### src/rtl/wb2lb_pkg.sv
// -----------------------------------------------------------------------------
// wb2lb_pkg
// Shared types and default sizes for the Wishbone -> local-bus bridge.
//   state_t      : bridge FSM states
//   *_DEF        : default parameter values for the bridge
// -----------------------------------------------------------------------------
package wb2lb_pkg;

    localparam int unsigned ADDR_W_DEF  = 16;
    localparam int unsigned DATA_W_DEF  = 32;
    localparam int unsigned TIMEOUT_DEF = 256;

    typedef enum logic [1:0] {
        IDLE = 2'd0,
        WR   = 2'd1,
        RD   = 2'd2,
        ACK  = 2'd3
    } state_t;

endpackage

### src/rtl/wb2lb_timeout.sv
// -----------------------------------------------------------------------------
// wb2lb_timeout
// Wait counter for the bridge. Cleared while the bridge is idle, counts each
// cycle spent waiting for the local bus, flags expiry at TIMEOUT-1.
// Ports:
//   clk, reset   clock, asynchronous active-high reset
//   clr_i        force count to zero
//   en_i         count this cycle
//   expired_o    registered; high once the count has reached TIMEOUT-1
// -----------------------------------------------------------------------------
module wb2lb_timeout
    import wb2lb_pkg::*;
#(
    parameter int unsigned TIMEOUT = TIMEOUT_DEF
) (
    input  logic clk,
    input  logic reset,
    input  logic clr_i,
    input  logic en_i,
    output logic expired_o
);

    localparam int unsigned CNT_W = (TIMEOUT > 2) ? $clog2(TIMEOUT) : 1;

    logic [CNT_W-1:0] cnt_q;
    logic             expired_q;

    // Expiry is computed from the next count so the flag is a plain register.
    always_ff @(posedge clk or posedge reset) begin
        if (reset) begin
            cnt_q     <= '0;
            expired_q <= 1'b0;
        end else if (clr_i) begin
            cnt_q     <= '0;
            expired_q <= 1'b0;
        end else if (en_i && !expired_q) begin
            cnt_q     <= cnt_q + CNT_W'(1);
            expired_q <= ((cnt_q + CNT_W'(1)) == CNT_W'(TIMEOUT - 1));
        end
    end

    assign expired_o = expired_q;

endmodule

### src/rtl/wb2lb_bridge.sv
// -----------------------------------------------------------------------------
// wb2lb_bridge
// Wishbone classic slave to local-bus bridge. Each cyc/stb cycle becomes one
// lb write (wen held until wready) or one lb read (ren pulse, wait rvalid),
// answered with a single wb_ack_o pulse. One access outstanding at a time.
// Optional wait timeout under macro WB2LB_TIMEOUT_EN: on expiry the access is
// abandoned and wb_err_o pulses instead of wb_ack_o. Without the macro the
// bridge waits indefinitely and wb_err_o stays 0.
// Ports:
//   clk, reset                          clock, asynchronous active-high reset
//   wb_adr_i/dat_i/we_i/stb_i/cyc_i/sel_i   Wishbone request from the master
//   wb_dat_o/ack_o/err_o                 Wishbone response (registered)
//   lb_waddr/wdata/wstrb/wen, lb_wready  lb write channel
//   lb_raddr/ren, lb_rdata/rvalid        lb read channel
// -----------------------------------------------------------------------------
module wb2lb_bridge
    import wb2lb_pkg::*;
#(
    parameter int unsigned ADDR_W  = ADDR_W_DEF,
    parameter int unsigned DATA_W  = DATA_W_DEF,
    parameter int unsigned STRB_W  = DATA_W / 8,
    parameter int unsigned TIMEOUT = TIMEOUT_DEF
) (
    input  logic              clk,
    input  logic              reset,
    input  logic [ADDR_W-1:0] wb_adr_i,
    input  logic [DATA_W-1:0] wb_dat_i,
    input  logic              wb_we_i,
    input  logic              wb_stb_i,
    input  logic              wb_cyc_i,
    input  logic [STRB_W-1:0] wb_sel_i,
    output logic [DATA_W-1:0] wb_dat_o,
    output logic              wb_ack_o,
    output logic              wb_err_o,
    output logic [ADDR_W-1:0] lb_waddr,
    output logic [DATA_W-1:0] lb_wdata,
    output logic [STRB_W-1:0] lb_wstrb,
    output logic              lb_wen,
    input  logic              lb_wready,
    output logic [ADDR_W-1:0] lb_raddr,
    output logic              lb_ren,
    input  logic [DATA_W-1:0] lb_rdata,
    input  logic              lb_rvalid
);

    state_t            state_q, state_d;
    logic [ADDR_W-1:0] waddr_q, waddr_d;
    logic [DATA_W-1:0] wdata_q, wdata_d;
    logic [STRB_W-1:0] wstrb_q, wstrb_d;
    logic [ADDR_W-1:0] raddr_q, raddr_d;
    logic              wen_q,   wen_d;
    logic              ren_q,   ren_d;
    logic              ack_q,   ack_d;
    logic              err_q,   err_d;
    logic [DATA_W-1:0] dat_q,   dat_d;
    logic              abort_q, abort_d;
    logic              live_c;
    logic              to_expired;

`ifdef WB2LB_TIMEOUT_EN
    // Counter is held clear in IDLE, so it starts from zero on entry to WR/RD.
    wb2lb_timeout #(
        .TIMEOUT (TIMEOUT)
    ) u_timeout (
        .clk       (clk),
        .reset     (reset),
        .clr_i     (state_q == IDLE),
        .en_i      ((state_q == WR) || (state_q == RD)),
        .expired_o (to_expired)
    );
`else
    logic unused_timeout;
    assign unused_timeout = ^TIMEOUT;
    assign to_expired     = 1'b0;
`endif

    // Master still wants the answer: cyc never dropped during this access.
    assign live_c = wb_cyc_i && !abort_q;

    // Next-state and next-output logic.
    always_comb begin
        state_d = state_q;
        waddr_d = waddr_q;
        wdata_d = wdata_q;
        wstrb_d = wstrb_q;
        raddr_d = raddr_q;
        wen_d   = wen_q;
        ren_d   = 1'b0;
        ack_d   = 1'b0;
        err_d   = 1'b0;
        dat_d   = dat_q;
        abort_d = abort_q;

        unique case (state_q)
            IDLE: begin
                abort_d = 1'b0;
                if (wb_cyc_i && wb_stb_i) begin
                    if (wb_we_i) begin
                        waddr_d = wb_adr_i;
                        wdata_d = wb_dat_i;
                        wstrb_d = wb_sel_i;
                        wen_d   = 1'b1;
                        state_d = WR;
                    end else begin
                        raddr_d = wb_adr_i;
                        ren_d   = 1'b1;
                        state_d = RD;
                    end
                end
            end
            WR: begin
                if (!wb_cyc_i) abort_d = 1'b1;
                // Handshake is checked before expiry so it wins on a tie.
                if (wen_q && lb_wready) begin
                    wen_d   = 1'b0;
                    ack_d   = live_c;
                    state_d = live_c ? ACK : IDLE;
                end else if (to_expired) begin
                    wen_d   = 1'b0;
                    err_d   = live_c;
                    state_d = live_c ? ACK : IDLE;
                end
            end
            RD: begin
                if (!wb_cyc_i) abort_d = 1'b1;
                if (lb_rvalid) begin
                    if (live_c) dat_d = lb_rdata;
                    ack_d   = live_c;
                    state_d = live_c ? ACK : IDLE;
                end else if (to_expired) begin
                    err_d   = live_c;
                    state_d = live_c ? ACK : IDLE;
                end
            end
            // Response cycle: stb is still high from the master, so it is not sampled here.
            ACK: begin
                state_d = IDLE;
            end
            default: begin
                state_d = IDLE;
            end
        endcase
    end

    // State and output registers.
    always_ff @(posedge clk or posedge reset) begin
        if (reset) begin
            state_q <= IDLE;
            waddr_q <= '0;
            wdata_q <= '0;
            wstrb_q <= '0;
            raddr_q <= '0;
            wen_q   <= 1'b0;
            ren_q   <= 1'b0;
            ack_q   <= 1'b0;
            err_q   <= 1'b0;
            dat_q   <= '0;
            abort_q <= 1'b0;
        end else begin
            state_q <= state_d;
            waddr_q <= waddr_d;
            wdata_q <= wdata_d;
            wstrb_q <= wstrb_d;
            raddr_q <= raddr_d;
            wen_q   <= wen_d;
            ren_q   <= ren_d;
            ack_q   <= ack_d;
            err_q   <= err_d;
            dat_q   <= dat_d;
            abort_q <= abort_d;
        end
    end

    assign wb_dat_o = dat_q;
    assign wb_ack_o = ack_q;
    assign wb_err_o = err_q;
    assign lb_waddr = waddr_q;
    assign lb_wdata = wdata_q;
    assign lb_wstrb = wstrb_q;
    assign lb_wen   = wen_q;
    assign lb_raddr = raddr_q;
    assign lb_ren   = ren_q;

endmodule

### config.mk
export PLATFORM = sky130hd
export DESIGN_NAME = wb2lb_bridge
export DESIGN_NICKNAME = d
export VERILOG_FILES = /design/src/rtl/wb2lb_pkg.sv /design/src/rtl/wb2lb_timeout.sv /design/src/rtl/wb2lb_bridge.sv
export SDC_FILE = /design/constraint.sdc
export NUM_CORES = 1
export LEC_CHECK = 0
export CORE_ASPECT_RATIO = 1.25
export CORE_MARGIN = 2
export CORE_UTILIZATION = 30
export DETAILED_ROUTE_END_ITERATION = 10
export PLACE_DENSITY = 0.73
export SLEW_MARGIN = 25
export SYNTH_ARGS = -nofsm -noshare
export SYNTH_HDL_FRONTEND = slang
export SYNTH_HIERARCHICAL = 1
export SYNTH_SLANG_ARGS = --single-unit
### constraint.sdc
create_clock -name clk -period 3.95 [get_ports clk]
set_input_delay 0.9875 -clock clk [delete_from_list [all_inputs] [get_ports clk]]
set_output_delay 0.9875 -clock clk [all_outputs]
set_load 0.01 [all_outputs]
==> results of run 1 <==
==> where the power goes <==
group	internal, mW	switching, mW
clock network	0.493	0.397
logic	1.47	0.764
registers	1.61	0.281
total	3.58	1.44
==> cells in the mapped netlist (2+ instances only) <==
master     count  share of area [%]
dfrtp_1      106                 63
inv_1          6               0.53
ha_1           4                1.2
a21oi_1        3               0.36
a2bb2oi_1      2               0.42
mux2_4        30                 11
mux2_2        70                 19
buf_2          7               0.83
nand2_1        3               0.27
o21ai_0        4               0.48
buf_8          3                1.1
==> routing by layer <==
layer  part of all wire, %  up-vias
met5                     0        -
met4                   2.0        0
met3                   6.4       14
met2                    55      100
met1                    37     1380
li1                      -     1271
==> path summary, 6_finish.rpt <==
path                       slack (ns)  depth (start not counted)   startpoint      endpoint
min in group asynchronous        1.13                          2        reset  lb_wdata[24]
max in group asynchronous        2.07                          3        reset   lb_wdata[4]
setup / recovery                 1.23                          4     wb_cyc_i  lb_wdata[31]
hold / removal                   0.51                          1  lb_wstrb[0]   lb_wstrb[0]
hold reg to reg                  0.51                          1  lb_wstrb[0]   lb_wstrb[0]
setup reg to reg                 1.63                          5   state_q[0]  lb_wdata[31]
==> through the flow <==
step | total power [mW] | utilization (%)
after floorplan | 2.87 | -
after detailed placement | 4.17 | 45.9
after global placement | 4.10 | 45.9
after CTS | 5.10 | 48.1
final | 5.02 | 48.1
after global routing | 5.31 | 48.1
==> sequential cells by signal, indices dropped and copies added (netlist names) <==
name / count
lb_wdata: 32
wb_dat_o: 32
lb_raddr: 16
lb_waddr: 16
lb_wstrb: 4
state_q: 2
abort_q: 1
lb_ren: 1
lb_wen: 1
wb_ack_o: 1
==> layout make-up <==
class	instances	area, um^2	share of cell area [%]
multi-input cells	127	1440	21.8
clock inverters	6	65.1	0.984
inverters	7	28.8	0.435
clock buffers	10	229	3.46
well taps	175	219	3.31
flip-flops and latches	106	2650	40.1
repair buffers	196	1980	29.9
==> logic make-up (layout without fill, tap and decap cells) <==
family / after synthesis / count (layout)
buffers and inverters: 19 / 219
flip-flops: 106 / 106
other: 1 / 1
adder cells (fa/ha/maj): 4 / 4
multiplexers: 100 / 100
AO/OA/AOI/OAI: 12 / 12
AND/OR/NAND/NOR: 10 / 10
==> results.md, run 1 <==
* Status: finished, final reports clean
* Final Hold Fails at 0
* Global placement routability congestion at around 0.72
* Most used DFF post-synth: dfrtp_1
* Setup violators final at 0
* Period minus WS final at ~2.7 ns
* First-pass GRT wire length at roughly 15 mm
* Max_slew headroom at 49.2%
* Vias in the first global route at between 3000 and 4000
* Met2 GRT Util at roughly a quarter
* Crit-path slowest cell: nand4_1
* Sequential fraction of the synthesis area at about 63%
* Placed insts at 611
* Die Y at about 140 um
* Worst-margin pin slew at ~0.76 ns
* Final ANT Viol Nets at 0
* Most common cell after layout, fill and taps aside: clkdlybuf4s50_1
* Post-Syn Area at between 4000 and 5000 um^2
* Site row count at 48
* Leakage at between 2 and 3 nW
* # Post-CTS Setup Buffers at 0
* Busiest layer in global routing: met2
* Ports at between 150 and 200
* Fmax at 367 MHz
* Layout cell share with drive strength beyond 1 at a little over a quarter
* Number of I/O port buffers at 193
* Clock Tree Buf Depth at 2
* Initial antenna violation count at 0
* Final period util at roughly 70%
* Setup WS post-layout at approximately 1.2 ns
* Crit path capture type: flop
* Arrival time at the worst endpoint at around 3.0 ns
* RSZ-0062 raised after global routing: no
* Count of different cell masters after synthesis at 25
* Area Overhead vs Synth at 57.0%
* Synth Area in XOR/XNOR at 0%
* CTS tree: yes
* Clock tree sinks at between 100 and 150
* Clock Skew at 0.00490 ns
* Die width at about 110 um
* Max-slew violations at 0
* Routed WL at approximately 10 mm
* Fin cells at about 630
* Power Density at 759 nW/um^2
* Synth Area in Compound Gates at under 10%
* Seq cells post-synth at 106
* Insertion delay to the later sink of the worst-skew pair at roughly 0.34 ns
* WP data required at between 4 and 5 ns
* Post-Syn Instances at approximately 250
* Asr flop ratio synth at between 90% and 100%
* Root Buffer: clkbuf_16
* H-tree depth at 3
* Max incr delay on CP at around 0.60 ns
* Post-CTS Hold Fix Bufs at 0
* Hold crit path type: flop to flop
* Fin Hold WS at roughly 0.5 ns
* Commonest cells after routing, fill and taps aside: clkdlybuf4s50_1 (193), dfrtp_1 (106), mux2_2 (70)
* Critical path class: input pin to flop
* Yosys warnings at 6
* Synth Area in Adders at approximately 1.2%
* Largest family of logic cells by synthesized area: multiplexers
* Post-synth EDFFs at 0
* All-Layer GR Usage at roughly 14%
* Max VDD drop at 0.000315 V
* Post-synthesis mux area share at between 20 and 30%
* Worst-path clk slew at about 0.07 ns
* Core ar. at around 14000 um^2
* Vias at about 2800
* Routing usage on met1 at between 10% and 20%
* Startpoint class of the critical path: input pin
* Setup TNS at 0 ns
* CP delay by family, top: buffers and inverters
* Full die area at 15000 um^2
* Pre-CTS WS at between 0.8 and 0.9 ns
* Crit path max fanout at 17
* Grt met3 use at 3.98%
* Starting Density at between 30% and 40%
* Starting DRC count in detailed routing at 78
* Avg Vias per Cell at ~4.4
* DRT Pass-1 Iters at 4
* # DRC at 0
* Buf+Inv Stages, Crit Path at 2
* Number of fill cells at ~1200
* Max Cap Viol at 0
* CTS Buf Count at 9
* Critical-path cell list: clkdlybuf4s50_1 > nand4_1 > buf_4 > mux2_2
* Fin area at 6610 um^2
* Nets@finish at between 500 and 600
* Syn Area/Cell at ~17 um^2
* Simple-gate area share of the yosys netlist at 1.54%
* Syn nets at 347
* Grt total ovfl at 0
* Final HPWL DP at approximately 7.5 mm
* Placed inst area at 6310 um^2
* Largest net degree at the start of global routing at between 60 and 70
* Wirelength per Cell at 16.1 um
* N_diodes at 0
* CTS resizes at 0
Note: power is estimated with default switching activity, not from simulation.
==> run 2, diff against run 1 <==
--- a/config.mk
+++ b/config.mk
@@ -9,7 +9,7 @@
 export CORE_MARGIN = 2
 export CORE_UTILIZATION = 30
 export DETAILED_ROUTE_END_ITERATION = 10
-export PLACE_DENSITY = 0.73
+export PLACE_DENSITY = 0.7
 export SLEW_MARGIN = 25
 export SYNTH_ARGS = -nofsm -noshare
 export SYNTH_HDL_FRONTEND = slang
==> constraint.sdc (replaced) <==
create_clock -name clk -period 2.7 [get_ports clk]
set_input_delay 0.675 -clock clk [delete_from_list [all_inputs] [get_ports clk]]
set_output_delay 0.675 -clock clk [all_outputs]
set_load 0.01 [all_outputs]
==> run 2 against run 1 <==
Compared with the run above: sequential power grew 47%; routed wire length grew 3.0%; global-route usage grew 0.50 points; power grew 47%; clock power grew 46%; cell area grew 0.79%; cell count grew 0.48%; sequential share of layout area shrank 0.32 points; non-clock buffer count grew 3; die area is the same; critical endpoint is now wb_dat_o[27]; largest cell class unchanged.
==> results.md, run 2 (synthesis gave the netlist of run 1 again) <==
* Status: finished, final reports clean
* Met2 WL at 5.64 mm
* Vias in the first global route at about 3100
* CTS tree: yes
* Post-CTS Hold Fix Bufs at 0
* Number of I/O port buffers at between 150 and 200
* Final HPWL DP at 7.66 mm
* Arrival time at the worst endpoint at ~2.4 ns
* # Post-CTS Setup Buffers at 0
* Period minus WS final at around 2.1 ns
* Hold crit path type: flop to flop
* Crit path capture type: flop
* Routed wl met3 at around 680 um
* Max VDD drop at between 0.0005 and 0.0006 V
* Avg Vias per Cell at approximately 4.4
* Insertion delay to the later sink of the worst-skew pair at ~0.34 ns
* Fin cells at between 600 and 700
* Layout cell share with drive strength beyond 1 at between 20% and 30%
* Highest metal used: met4
* Core ar. at around 14000 um^2
* Fmax at around 470 MHz
* Final ANT Viol Nets at 0
* Clock tree sinks at 106
* Max incr delay on CP at 0.60 ns
* # DRC at 0
* Clock Tree Buf Depth at 2
* CTS resizes at 0
* Met1 WL at 3.84 mm
* Power Density at roughly 1100 nW/um^2
* Largest net degree at the start of global routing at 63
* Leakage at slightly below 3 nW
* Crit path max fanout at 32
* Ports at between 150 and 200
* Die Y at ~140 um
* Initial antenna violation count at 0
* First-pass GRT wire length at around 16 mm
* Global placement routability congestion at 0.686
* Startpoint class of the critical path: input pin
* Full die area at approximately 15000 um^2
* Final Hold Fails at 0
* Max-slew violations at 0
* Site row count at 48
* CP delay by family, top: buffers and inverters
* DRT Pass-1 Iters at 4
* Most common cell after layout, fill and taps aside: clkdlybuf4s50_1
* N_diodes at 0
* Number of fill cells at 1234
* H-tree depth at 3
* Clock Skew at roughly 0.0042 ns
* Area Overhead vs Synth at 58.3%
* Finished Core Util at a little under 50%
* Placed insts at 614
* WP data required at slightly below 3 ns
* Vias at 2800
* Max Cap Viol at 0
* Commonest cells after routing, fill and taps aside: clkdlybuf4s50_1 (193), dfrtp_1 (106), mux2_2 (70)
* Die width at approximately 110 um
* Fin Hold WS at approximately 0.5 ns
* Buf+Inv Stages, Crit Path at 3
* Setup TNS at 0 ns
* Critical-path cell list: clkdlybuf4s50_1 > inv_2 > or3_2 > buf_12 > mux2_4
* Starting Density at around 31%
* Starting DRC count in detailed routing at 65
* Final period util at slightly below 80%
* Grt total ovfl at 0
* Crit-path slowest cell: clkdlybuf4s50_1
* Root Buffer: clkbuf_16
* Critical path class: input pin to flop
* CTS Buf Count at 9
* Routed WL at 10.4 mm
* All-Layer GR Usage at between 10% and 20%
* RSZ-0062 raised after global routing: no
* Worst-path clk slew at ~0.070 ns
* Wirelength per Cell at between 15 and 20 um
* Nets@finish at between 500 and 600
* Setup violators final at 0
run 2: changes by cell type in the layout (fill, tap and decap cells not counted):
cell	before	now
buf_12	2	4
buf_4	1	2
bufinv_16	1	0
clkbuf_1	1	0
clkbuf_8	0	4
clkinv_2	2	1
clkinvlp_4	1	2
inv_4	1	0
inv_6	1	0
or3_2	0	1
or3_4	1	0
run 2: final timing paths:
path                            cells past startpoint         from           end  slack [ns]
worst max-delay path                                5     wb_cyc_i  wb_dat_o[27]        0.55
worst min-delay path                                1  lb_raddr[4]   lb_raddr[4]        0.51
worst max register to register                      6   state_q[0]  wb_dat_o[27]        0.84
worst min register to register                      1  lb_raddr[4]   lb_raddr[4]        0.51
max in group asynchronous                           3        reset    state_q[0]        1.60
min in group asynchronous                           3        reset  lb_wdata[10]        0.78
run 2: final cells by class:
class | count | area (um^2) | share of cell area [%]
timing repair buffer | 199 | 2030 | 30.4
multi-input combinational | 127 | 1440 | 21.5
inverter | 7 | 30.0 | 0.451
clock inverter | 3 | 21.3 | 0.319
tap | 175 | 219 | 3.29
clock buffer | 13 | 280 | 4.20
sequential | 106 | 2650 | 39.8
run 2: through the flow:
step	total power [mW]	setup WS [ns]	cell area (um^2)
6_report	7.36	0.553	6670
5_1_grt	7.79	0.527	6670
4_1_cts	7.47	0.582	6670
3_5_place_dp	6.12	0.210	6360
3_3_place_gp	6.02	0.244	6360
2_1_floorplan	4.19	0.751	4220
run 2: layer usage:
metal	up-vias	GRT usage [%]
met1	1420	15.7
li1	1272	-
met3	12	3.31
met2	96	24.7
met5	-	0
met4	0	6.75
run 2: report_power, final:
group          switching, mW  total, mW  internal (mW)
sequential             0.415       2.78           2.36
combinational           1.12       3.28           2.16
clock                  0.577       1.30          0.727
